==> config.mk <==
export PLATFORM = sky130hd
export DESIGN_NAME = sram_port_arbiter
export DESIGN_NICKNAME = d
export VERILOG_FILES = /design/src/rtl/sram_port_arbiter.sv
export SDC_FILE = /design/constraint.sdc
export NUM_CORES = 1
export LEC_CHECK = 0
export ABC_AREA = 1
export CORE_MARGIN = 2
export CORE_UTILIZATION = 60
export DETAILED_ROUTE_END_ITERATION = 8
export DONT_BUFFER_PORTS = 1
export GPL_TIMING_DRIVEN = 0
export PLACE_DENSITY = 0.76
export SLEW_MARGIN = 15
export SYNTH_ARGS = -nofsm -noshare
export SYNTH_HDL_FRONTEND = slang
export SYNTH_SLANG_ARGS = --single-unit
==> constraint.sdc <==
create_clock -name clk -period 2.72 [get_ports clk]
set_input_delay 0.544 -clock clk [delete_from_list [all_inputs] [get_ports clk]]
set_output_delay 0.544 -clock clk [all_outputs]
set_load 0.005 [all_outputs]
==> src/rtl/sram_port_arbiter.sv <==
// sram_port_arbiter: round-robin share of one 1-cycle-latency sync sram.
// Ports: clk, rst_n (sync, active-low); per-requester req_i/we_i/addr_i/
//   wdata_i in, gnt_o (comb one-hot), rvalid_o + rdata_o read return;
//   sram_cs_o/sram_we_o/sram_addr_o/sram_din_o registered command,
//   sram_dout_i read data.
// Option: define ARB_BURST_LOCK_EN to let an owner hold priority for up
//   to MAX_BURST consecutive transfers.
module sram_port_arbiter #(
  parameter int NUM_REQ    = 3,
  parameter int ADDR_WIDTH = 4,
  parameter int DATA_WIDTH = 8,
  parameter int MAX_BURST  = 4
) (
  input  logic                          clk,
  input  logic                          rst_n,
  input  logic [NUM_REQ-1:0]            req_i,
  input  logic [NUM_REQ-1:0]            we_i,
  input  logic [NUM_REQ*ADDR_WIDTH-1:0] addr_i,
  input  logic [NUM_REQ*DATA_WIDTH-1:0] wdata_i,
  output logic [NUM_REQ-1:0]            gnt_o,
  output logic [NUM_REQ-1:0]            rvalid_o,
  output logic [DATA_WIDTH-1:0]         rdata_o,
  output logic                          sram_cs_o,
  output logic                          sram_we_o,
  output logic [ADDR_WIDTH-1:0]         sram_addr_o,
  output logic [DATA_WIDTH-1:0]         sram_din_o,
  input  logic [DATA_WIDTH-1:0]         sram_dout_i
);

  localparam int PW = (NUM_REQ > 1) ? $clog2(NUM_REQ) : 1;

  typedef logic [PW-1:0] idx_t;
  typedef logic [PW:0]   sum_t;

  if (NUM_REQ < 2 || NUM_REQ > 8 ||
      MAX_BURST < 1 || MAX_BURST > 15) begin : g_bad_cfg
    $error("sram_port_arbiter: parameter out of range");
  end

  function automatic idx_t nxt(input idx_t i);
    return (i == idx_t'(NUM_REQ - 1)) ? '0 : i + idx_t'(1);
  endfunction

  idx_t                  ptr_q, ptr_d;
  idx_t                  win;
  sum_t                  cand;
  logic                  found;
  logic                  xfer;
  logic [NUM_REQ-1:0]    gnt;

  logic                  cs_q, we_q;
  logic [ADDR_WIDTH-1:0] addr_q;
  logic [DATA_WIDTH-1:0] din_q;

  // read tag pipeline: stage 1 = command on the sram port,
  // stage 2 = data on sram_dout
  logic                  t1_v_q, t2_v_q;
  idx_t                  t1_id_q, t2_id_q;

  // first requester at or after ptr, wrapping modulo NUM_REQ
  always_comb begin
    gnt   = '0;
    win   = '0;
    found = 1'b0;
    cand  = '0;
    for (int k = 0; k < NUM_REQ; k++) begin
      cand = {1'b0, ptr_q} + sum_t'(k);
      if (cand >= sum_t'(NUM_REQ)) cand = cand - sum_t'(NUM_REQ);
      if (!found && req_i[cand[PW-1:0]]) begin
        found = 1'b1;
        win   = cand[PW-1:0];
      end
    end
    if (found && rst_n) gnt[win] = 1'b1;
  end

  assign gnt_o = gnt;
  assign xfer  = |gnt;

`ifdef ARB_BURST_LOCK_EN
  logic [3:0] cnt_q, cnt_d, cnt_nx;

  // a nonzero count means ptr_q is the current burst owner
  always_comb begin
    ptr_d  = ptr_q;
    cnt_d  = cnt_q;
    cnt_nx = (cnt_q != 4'd0 && win == ptr_q) ? cnt_q + 4'd1 : 4'd1;
    if (xfer) begin
      if (cnt_nx >= 4'(MAX_BURST)) begin
        ptr_d = nxt(win);
        cnt_d = 4'd0;
      end else begin
        ptr_d = win;
        cnt_d = cnt_nx;
      end
    end else if (cnt_q != 4'd0) begin
      ptr_d = nxt(ptr_q);
      cnt_d = 4'd0;
    end
  end

  always_ff @(posedge clk) begin
    if (!rst_n) cnt_q <= 4'd0;
    else        cnt_q <= cnt_d;
  end
`else
  always_comb begin
    ptr_d = xfer ? nxt(win) : ptr_q;
  end
`endif

  always_ff @(posedge clk) begin
    if (!rst_n) begin
      ptr_q   <= '0;
      cs_q    <= 1'b0;
      we_q    <= 1'b0;
      addr_q  <= '0;
      din_q   <= '0;
      t1_v_q  <= 1'b0;
      t1_id_q <= '0;
      t2_v_q  <= 1'b0;
      t2_id_q <= '0;
    end else begin
      ptr_q <= ptr_d;
      cs_q  <= xfer;
      we_q  <= xfer & we_i[win];
      if (xfer) begin
        addr_q <= addr_i[win*ADDR_WIDTH +: ADDR_WIDTH];
        din_q  <= wdata_i[win*DATA_WIDTH +: DATA_WIDTH];
      end
      t1_v_q  <= xfer & ~we_i[win];
      t1_id_q <= win;
      t2_v_q  <= t1_v_q;
      t2_id_q <= t1_id_q;
    end
  end

  assign sram_cs_o   = cs_q;
  assign sram_we_o   = we_q;
  assign sram_addr_o = addr_q;
  assign sram_din_o  = din_q;
  assign rvalid_o    = t2_v_q ? (NUM_REQ'(1) << t2_id_q) : '0;
  assign rdata_o     = sram_dout_i;

endmodule

==> key figures <==
Power and ir drop
  • Power density cells: 1300 nW/um^2
  • Internal Power: 1170 uW
  • Switching power: 1100 uW
  • Clock Power Share: 11.0%
  • Peak supply drop: 0.000805 V
  • Sequential share of power: 22.9%
  • Comb pwr share: 66.2%
  • Sw frac: 48.6%
  • Lkg Pwr: 0.00101 uW

Placed design
  • Dpl cells: 307
  • I/O Buffers: 0
  • Placement Cell Area: 1640 um^2
  • HPWL after detailed placement: 2500 um
  • GP Congestion: 0.787

Synthesis
  • Synthesized cell area: 1600 um^2
  • Yosys Warn Count: 0
  • Synth Area per Inst: 5.79 um^2
  • Synth Register Bits: 22
  • Mapped Nets: 333
  • Synth Instances: 277
  • Sequential area share after synthesis: 27.5%
  • Unique masters post-synth: 22

Outcome
  • Outcome: completed

Detailed routing
  • Vias/cell: 4.91
  • ANT nets after route: 0
  • Routed WL: 3220 um
  • 1st-iter DRT viols: 34
  • Routed wl met3: 232 um
  • Vias after detailed routing: 1,532
  • WL met2: 1480 um
  • WL per Instance: 10.3 um
  • Routed length on met1: 1470 um
  • DR DRC count: 0
  • Top sig layer: met4
  • 1st-pass router iterations: 4

Critical path
  • WP data required: 2.18 ns
  • Slowest cell on crit path: dfxtp_2
  • Startpoint Class: flip-flop
  • Crit end category: primary output
  • Most used cell, CP: inv_2
  • Worst path cell trace: inv_2 > ha_4 > inv_2 > nand2_1 > nand2_2 > a21oi_4 > nand4_1 > nand2_4 > buf_6 > nand3_1 > inv_1
  • Setup CP Type: flip-flop to primary output
  • Max incr delay on CP: 0.39 ns
  • Crit path DAT: 2.02 ns
  • Critical-path maximum fanout: 4

Layout
  • Fin nets: 339
  • # diodes: 0
  • Final Cell Area: 1750 um^2
  • Layout cell share with drive strength beyond 1: 15.2%
  • Area growth, synth to finish: 9.05%
  • Finished Layout Cells: 312
  • FILL cells: 243

Floorplanning
  • Die Width: 55.7 um
  • Total die area: 3100 um^2
  • Std-Cell Rows: 18
  • Initial core utilization: 64.2%
  • Core ar.: 2500 um^2
  • Die height: 55.7 um
  • Ports: 80

Clock tree
  • Skew-Pair Late Insertion Delay: 0.30 ns
  • H-tree level count: 1
  • Hold_buf cts: 0
  • CTS tree: yes
  • Root Driver: clkbuf_4
  • Num CTS Buffers: 3
  • Largest buffer count on any clock path: 2
  • Worst-path clk slew: 0.13 ns
  • Clock sink count: 22

STA
  • Fin. max-slew vios: 0
  • Setup violations, final: 0
  • Worst Skew: 0.00406 ns
  • Actual slew at the worst max-slew pin: 0.397 ns
  • Clock period minus worst slack: 2.56 ns
  • Fmax: 390 MHz
  • Worst relative slew slack: 73.5%
  • Final hold violation count: 0
  • Final period utilization: 94.2%

Worst hold path
  • Hold Crit Class: flip-flop to flip-flop

GRT
  • First-pass GRT wire length: 5260 um
  • GRT Util Overall: 20.6%
  • Largest net degree at the start of global routing: 17
  • Initial antenna violation count: 0
  • Overflow after GRT: 0
  • Vias in the first global route: 1,312

Flow run
  • Max-cap check violation count: 0
[cell usage in the layout, fill, tap and decap left out, drive strengths merged]
cell and n:
a21oi 3, buf 15, bufinv 1, clkbuf 7, dfxtp 22, ha 4, inv 61, nand2 82
nand3 47, nand4 2, nor2 34, nor3 2, o21ai 2
[synthesized netlist by cell type (all sizes together)]
| library cell | count | area, um^2 |
|---|---|---|
| nand2 | 82 | 328 |
| inv | 61 | 229 |
| nand3 | 47 | 248 |
| nor2 | 34 | 130 |
| dfxtp | 22 | 440 |
| buf | 14 | 98.8 |
| clkbuf | 4 | 15.0 |
| ha | 4 | 50.1 |
| a21oi | 3 | 26.3 |
| nand4 | 2 | 18.8 |
| nor3 | 2 | 10.0 |
| o21ai | 2 | 10.0 |
[power groups by stage]
stage	Clock [uW]	Combinational [uW]	Sequential, uW
final	249	1500	518
after global routing	264	1750	530
after CTS	248	1440	515
after detailed placement	0	1390	521
after global placement	0	1370	519
after floorplan	0	1170	503
[final cells by class]
class / count / area [um^2] / share of cell area (%)
timing repair buffer: 2 / 15.0 / 0.858
clock buffer: 3 / 22.5 / 1.29
multi-input combinational: 176 / 857 / 49.0
sequential: 22 / 443 / 25.3
clock inverter: 1 / 30.0 / 1.72
tap: 30 / 37.5 / 2.15
inverter: 61 / 229 / 13.1
buffer: 17 / 115 / 6.58
[cells by family after synthesis]
logic type,count (synthesis),share of synthesized area (%)
AND/OR/NAND/NOR,167,45.8
buffers and inverters,79,21.4
flip-flops,22,27.5
AO/OA/AOI/OAI,5,2.26
adder cells (fa/ha/maj),4,3.12
[metal layers]
metal  global-route usage, %  vias to the layer above
met5                       0                        -
met2                    36.4                       68
met4                    5.92                        0
met1                    24.6                      634
met3                    4.88                        4
li1                        -                      826
[worst paths after layout]
check	start	cells after the start	slack, ns	to
min reg2reg	t1_v_q	2	0.43	t2_v_q
min	t1_v_q	2	0.43	t2_v_q
max reg2reg	ptr_q[0]	14	0.53	sram_addr_o[3]
max	ptr_q[0]	11	0.16	gnt_o[0]
[through the flow]
| stage | setup TNS [ns] | util [%] | power [uW] | worst slack (ns) | hold slack [ns] |
|---|---|---|---|---|---|
| 5_1_grt | -0.00662 | 70.0 | 2540 | -0.00662 | 0.459 |
| 4_1_cts | 0 | 68.6 | 2200 | 0.0212 | 0.427 |
| 3_3_place_gp | 0 | 65.7 | 1890 | 0.227 | 0.398 |
| 6_report | 0 | 70.0 | 2270 | 0.157 | 0.427 |
| 2_1_floorplan | 0 | - | 1670 | 0.456 | 0.390 |
| 3_5_place_dp | 0 | 65.7 | 1910 | 0.212 | 0.400 |
[critical path: cells and delay by family (launching register included)]
kind | cells | cell delay [ns]
AOI/OAI and AO/OA | 1 | 0.19
DFF | 1 | 0.39
buffers and inverters | 4 | 0.32
adders and majority gates | 1 | 0.28
and+or+nand+nor | 5 | 0.54
[sequential cells by signal (all words and copies together), names as in the netlist]
name         flops
ptr_q            2
sram_addr_o      4
sram_cs_o        1
sram_din_o       8
sram_we_o        1
t1_id_q          2
t1_v_q           1
t2_id_q          2
t2_v_q           1
[timing repair]
item	4_1_cts	5_1_grt
resized for setup	4	8
endpoints found under the hold margin	0	0
pin swaps	1	3
endpoints found under the setup margin	3	3
setup buffers	1	1
gates cloned	0	0
(Power assumes the default switching activity.)
